`config.mk`:
```
export PLATFORM = sky130hd
export DESIGN_NAME = div_sub_seq_flat
export DESIGN_NICKNAME = d
export VERILOG_FILES = /design/src/rtl/div_sub_seq_if.sv /design/src/rtl/div_sub_seq.sv /design/src/flat_wrapper.sv
export SDC_FILE = /design/constraint.sdc
export NUM_CORES = 1
export LEC_CHECK = 0
export ABC_AREA = 0
export CAP_MARGIN = 20
export CORE_MARGIN = 2
export CORE_UTILIZATION = 56
export DETAILED_ROUTE_END_ITERATION = 10
export GPL_TIMING_DRIVEN = 0
export HOLD_SLACK_MARGIN = 0.03
export PLACE_DENSITY = 0.83
export SYNTH_ARGS = -nofsm -noshare
export SYNTH_HDL_FRONTEND = slang
export SYNTH_SLANG_ARGS = --single-unit
```
`constraint.sdc`:
```
create_clock -name clk -period 2.6 [get_ports clk]
set_input_delay 0.52 -clock clk [delete_from_list [all_inputs] [get_ports clk]]
set_output_delay 0.52 -clock clk [all_outputs]
set_load 0.02 [all_outputs]
```
`src/rtl/div_sub_seq_if.sv`:
```
// Handshake and data bundle between the ALU sequencer and the restoring divider.
// The master drives operands and start; the slave returns status and results.
interface div_sub_seq_if #(
    parameter int WIDTH = 4
);
    logic             start;
    logic [WIDTH-1:0] dividend;
    logic [WIDTH-1:0] divisor;
    logic             busy;
    logic             done;
    logic [WIDTH-1:0] quotient;
    logic [WIDTH-1:0] remainder;
    logic             div_by_zero;

    modport master (
        output start, dividend, divisor,
        input  busy, done, quotient, remainder, div_by_zero
    );

    modport slave (
        input  start, dividend, divisor,
        output busy, done, quotient, remainder, div_by_zero
    );
endinterface

```
`src/rtl/div_sub_seq.sv`:
```
// Sequential unsigned restoring divider, one quotient bit per clock,
// with a start/busy/done handshake carried on div_sub_seq_if.
module div_sub_seq #(
    parameter int WIDTH = 4
) (
    input  logic           clk,
    input  logic           rst_n,
    div_sub_seq_if.slave   bus
);

    localparam int CNT_W = (WIDTH > 2) ? $clog2(WIDTH) : 1;

    localparam logic [1:0] IDLE = 2'd0;
    localparam logic [1:0] RUN  = 2'd1;
    localparam logic [1:0] DONE = 2'd2;

    logic [1:0]       state_q, state_d;
    logic [WIDTH:0]   rem_q, rem_d;
    logic [WIDTH-1:0] quo_q, quo_d;
    logic [WIDTH-1:0] div_q, div_d;
    logic [CNT_W-1:0] cnt_q, cnt_d;
    logic             dz_q, dz_d;
    logic             busy_q, busy_d;
    logic             done_q, done_d;
    logic [WIDTH-1:0] quotient_q, quotient_d;
    logic [WIDTH-1:0] remainder_q, remainder_d;
    logic             div_by_zero_q, div_by_zero_d;

    logic [WIDTH:0]   rem_shift;
    logic [WIDTH+1:0] trial;
    logic             unused_rem_msb;

    // The partial remainder MSB only ever holds 0 between iterations; the
    // shifted value and the trial subtract supply the extra bit themselves.
    assign unused_rem_msb = rem_q[WIDTH];
    assign rem_shift      = {rem_q[WIDTH-1:0], quo_q[WIDTH-1]};
    assign trial          = {1'b0, rem_shift} + {1'b0, ~{1'b0, div_q}}
                          + {{(WIDTH+1){1'b0}}, 1'b1};

    always_comb begin
        state_d       = state_q;
        rem_d         = rem_q;
        quo_d         = quo_q;
        div_d         = div_q;
        cnt_d         = cnt_q;
        dz_d          = dz_q;
        done_d        = 1'b0;
        quotient_d    = quotient_q;
        remainder_d   = remainder_q;
        div_by_zero_d = div_by_zero_q;

        case (state_q)
            IDLE: begin
                if (bus.start) begin
                    div_d = bus.divisor;
                    if (bus.divisor != '0) begin
                        state_d = RUN;
                        quo_d   = bus.dividend;
                        rem_d   = '0;
                        cnt_d   = CNT_W'(WIDTH - 1);
                        dz_d    = 1'b0;
                    end else begin
                        state_d = DONE;
                        quo_d   = '1;
                        rem_d   = {1'b0, bus.dividend};
                        dz_d    = 1'b1;
                    end
                end
            end
            RUN: begin
                // Carry out of the trial means no borrow: keep the difference.
                if (trial[WIDTH+1]) begin
                    rem_d = trial[WIDTH:0];
                end else begin
                    rem_d = rem_shift;
                end
                quo_d = {quo_q[WIDTH-2:0], trial[WIDTH+1]};
                cnt_d = cnt_q - 1'b1;
                if (cnt_q == '0) begin
                    state_d = DONE;
                end
            end
            DONE: begin
                state_d       = IDLE;
                done_d        = 1'b1;
                quotient_d    = quo_q;
                remainder_d   = rem_q[WIDTH-1:0];
                div_by_zero_d = dz_q;
            end
            default: begin
                state_d = IDLE;
            end
        endcase

        busy_d = (state_d == RUN);
    end

    always_ff @(posedge clk or negedge rst_n) begin
        if (!rst_n) begin
            state_q       <= IDLE;
            rem_q         <= '0;
            quo_q         <= '0;
            div_q         <= '0;
            cnt_q         <= '0;
            dz_q          <= 1'b0;
            busy_q        <= 1'b0;
            done_q        <= 1'b0;
            quotient_q    <= '0;
            remainder_q   <= '0;
            div_by_zero_q <= 1'b0;
        end else begin
            state_q       <= state_d;
            rem_q         <= rem_d;
            quo_q         <= quo_d;
            div_q         <= div_d;
            cnt_q         <= cnt_d;
            dz_q          <= dz_d;
            busy_q        <= busy_d;
            done_q        <= done_d;
            quotient_q    <= quotient_d;
            remainder_q   <= remainder_d;
            div_by_zero_q <= div_by_zero_d;
        end
    end

    assign bus.busy        = busy_q;
    assign bus.done        = done_q;
    assign bus.quotient    = quotient_q;
    assign bus.remainder   = remainder_q;
    assign bus.div_by_zero = div_by_zero_q;

endmodule

```
`src/flat_wrapper.sv`:
```
// flat-port wrapper written by rule: the top's interface ports become plain ports
module div_sub_seq_flat 
#(
    parameter int WIDTH = 4
)
  (clk, rst_n, bus_start, bus_dividend, bus_divisor, bus_busy, bus_done, bus_quotient, bus_remainder, bus_div_by_zero);
  div_sub_seq_if #(.WIDTH(WIDTH)) bus_i ();
  input  logic clk;
  input  logic rst_n;
  input wire logic [$bits(bus_i.start)-1:0] bus_start;
  input wire logic [$bits(bus_i.dividend)-1:0] bus_dividend;
  input wire logic [$bits(bus_i.divisor)-1:0] bus_divisor;
  output wire logic [$bits(bus_i.busy)-1:0] bus_busy;
  output wire logic [$bits(bus_i.done)-1:0] bus_done;
  output wire logic [$bits(bus_i.quotient)-1:0] bus_quotient;
  output wire logic [$bits(bus_i.remainder)-1:0] bus_remainder;
  output wire logic [$bits(bus_i.div_by_zero)-1:0] bus_div_by_zero;
  assign bus_i.start = bus_start;
  assign bus_i.dividend = bus_dividend;
  assign bus_i.divisor = bus_divisor;
  assign bus_busy = bus_i.busy;
  assign bus_done = bus_i.done;
  assign bus_quotient = bus_i.quotient;
  assign bus_remainder = bus_i.remainder;
  assign bus_div_by_zero = bus_i.div_by_zero;
  div_sub_seq #(.WIDTH(WIDTH)) u_core (.clk(clk), .rst_n(rst_n), .bus(bus_i));
endmodule
```
==> out/qor.csv <==
stage;metric;value;unit
timing;relSlewSlack;34.1;%
routing;met2_length;1360;um
timing;tightest_slew;0.979;ns
logic_synthesis;synth_area_leader_cell;dfrtp_1;
run;drv_cap;0;
clock_network;numCtsBuffers;3;
power_and_ir_drop;vdd.ir_drop.worst;721;uV
worst_setup_path;crit_arrival;2.31;ns
clock_network;cts-root-buf;clkbuf_4;
worst_setup_path;cp.required;2.88;ns
logic_synthesis;syn_area_per_cell;10.7;um^2
routing;wire_per_inst;14.8;um
routing;drtPass1Iterations;4;
final_layout;fillers;174;
timing;min_period;2.03;ns
worst_setup_path;startpoint;bus_divisor[1];
logic_synthesis;synth_area_leaders;dfrtp_1 51%, mux2_2 8.2%, ha_1 4.6%;
clock_network;ctsHoldBuffers;0;
clock_network;insertion_delay;0.33;ns
routing;via_per_inst;5.61;
logic_synthesis;synth_seq_cells;28;
power_and_ir_drop;power.density;1310;nW/um^2
logic_synthesis;postSynth.asyncResetShare;100;%
die;start_util;60.8;%
logic_synthesis;synth_top_area_share;51.1;%
timing;rsz0062_at_grt;false;
global_route;grt_pass1_wl;4420;um
logic_synthesis;syn_area;1370;um^2
timing;max_freq;0.493;GHz
worst_setup_path;r2r-end;u_core.rem_q[2];
worst_setup_path;crit_end;u_core.quo_q[0];
routing;wirelength;2700;um
hold_path;holdCritPathClass;flip-flop to flip-flop;
logic_synthesis;synth_common_cells;28 x dfrtp_1, 12 x nand2_1, 12 x nor2_1;
global_route;grt_util_all_layers;21.6;%
run_status;status;complete, no violations;
clock_network;cts_sinks;28;
logic_synthesis;yosysMostFrequentCell;dfrtp_1;
timing;fin_setup_tns;0;ns
timing;hold_viol_final;0;
die;row_count;17;
logic_synthesis;seq_area_frac_synth;51.1;%
timing;fin_skew;0.0113;ns
logic_synthesis;synth_ff_type;dfrtp_1;
timing;holdWs;0.479;ns
timing;slew_viol_final;0;
global_route;gr-total-overflow;0;
logic_synthesis;synth_warnings;0;
power_and_ir_drop;p_total;2.20;mW
global_route;grt_pass1_vias;1009;
placed_design;dpl.hpwl;2090;um
die;fp.dieArea;2860;um^2
logic_synthesis;synth_edf_count;0;
routing;vias;1021;
routing;top_layer;met4;
clock_network;post_cts.repair.setup_buffers;0;
clock_network;cts_tree;done;
routing;drc;0;
die;die_x;53.5;um
die;die_h;53.5;um
worst_setup_path;worst_setup_path_end_kind;flip-flop;
timing;fin_crit_sh;77.9;%
power_and_ir_drop;power_leakage;0.770;nW
worst_setup_path;path_max_fanout;6;
worst_setup_path;timing.rr.start;u_core.quo_q[3];
placed_design;io_buffers;21;
final_layout;fin_nets;172;
timing;setup_viol;0;
clock_network;clockBufferDepth;2;
worst_setup_path;start_kind;input port;
logic_synthesis;yosys.cell_types.count;37;
placed_design;dpl.cell_count;178;
final_layout;drive_above_1_share;16.2;%
clock_network;post_cts_resized;0;
die;core-area;2250;um^2
global_route;grt_max_degree;17;
global_route;antenna_found_initial;0;
routing;ant_nets;0;
die;io_pins;22;
logic_synthesis;synth_fp_nets;145;
final_layout;stdcell_count;182;
placed_design;place_congestion;0.868;
worst_setup_path;r2r_slack;0.65;ns
final_layout;multi_input_area;612;um^2
final_layout;seqCellArea;701;um^2
final_layout;antenna_cells;0;
routing;met1_length;1250;um
logic_synthesis;synthCells;128;
clock_network;htreeDepth;1;
worst_setup_path;reg2reg_depth;8;
worst_setup_path;crit_type;input port to flip-flop;
routing;route.met3.wl;85;um
routing;drt-initial-drc-count;8;
clock_network;clk_pin_slew;0.16;ns
final_layout;syn_to_final_growth;22.8;%
cell type report:
| cell class | instances | share of cell area (%) |
|---|---|---|
| buffer | 4 | 1.49 |
| timing repair buffer | 22 | 13.4 |
| inverter | 9 | 2.01 |
| clock buffer | 3 | 1.34 |
| multi-input combinational | 87 | 36.3 |
| tap | 28 | 2.08 |
| clock inverter | 1 | 1.78 |
| sequential | 28 | 41.6 |
placed cells by master (no fill, tap or decap), types with 2 or more instances in the layout:
master,count
mux2i_1,2
ha_1,5
mux2_2,10
a21oi_1,8
o21ai_0,11
buf_2,2
nor2_1,12
nand2_1,12
a22oi_1,2
inv_1,9
dfrtp_1,28
clkdlybuf4s50_1,21
clkbuf_4,3
a211oi_1,2
stage by stage:
step	setup WS, ns	utilization, %	cell area [um^2]
6_report	0.574	74.7	1680
3_3_place_gp	0.319	71.7	1620
4_1_cts	0.618	74.7	1680
2_1_floorplan	0.897	-	1370
5_1_grt	0.430	74.7	1680
3_5_place_dp	0.259	72.4	1630
sequential cells by signal (all words and copies together) (netlist names):
| signal | count |
|---|---|
| u_core.bus.div_by_zero | 1 |
| u_core.dz_q | 1 |
| u_core.bus.done | 1 |
| u_core.bus.quotient | 4 |
| u_core.cnt_q | 2 |
| u_core.quo_q | 4 |
| u_core.state_q | 2 |
| u_core.bus.remainder | 4 |
| u_core.rem_q | 4 |
| u_core.bus.busy | 1 |
| u_core.div_q | 4 |
power by group:
group	internal (mW)	total, mW	switching, mW
clock network	0.156	0.284	0.128
registers	0.633	0.770	0.137
logic	0.556	1.14	0.589
total	1.35	2.20	0.853
worst max-delay path, stage by stage:
cell and delay (ns):
clkdlybuf4s50_1 0.46, nor4_1 0.86, nor3_1 0.10, a211oi_1 0.26
a21o_1 0.11
worst min-delay path by stage:
| stage | startpoint | end | slack (ns) | cells past startpoint |
|---|---|---|---|---|
| 3_3_place_gp | u_core.cnt_q[0] | u_core.cnt_q[0] | 0.46 | 1 |
| 6_report | u_core.cnt_q[0] | u_core.cnt_q[0] | 0.48 | 1 |
| 5_1_grt | u_core.cnt_q[0] | u_core.cnt_q[0] | 0.52 | 1 |
| 2_1_floorplan | rst_n | u_core.bus.busy | 0.22 | 0 |
| 4_1_cts | u_core.cnt_q[0] | u_core.cnt_q[0] | 0.48 | 1 |
| 3_5_place_dp | u_core.cnt_q[0] | u_core.cnt_q[0] | 0.46 | 1 |
per-layer routing:
metal  track usage [%]  vias up
met5                 0        -
met4              7.69        0
met3              2.82        2
met2              36.4       20
met1              28.1      501
li1                  -      498
kinds of logic (layout without fill, tap and decap cells):
group	Yosys count	after routing	share of synthesized area (%)
and+or+nand+nor	37	37	14.2
AOI/OAI and AO/OA	31	31	14.1
muxes	12	12	9.67
xor gates and xnor gates	1	1	0.639
DFF	28	28	51.1
adders and majority gates	6	6	6.02
buffers and inverters	13	39	4.29
Note: power is estimated with default switching activity, not from simulation.
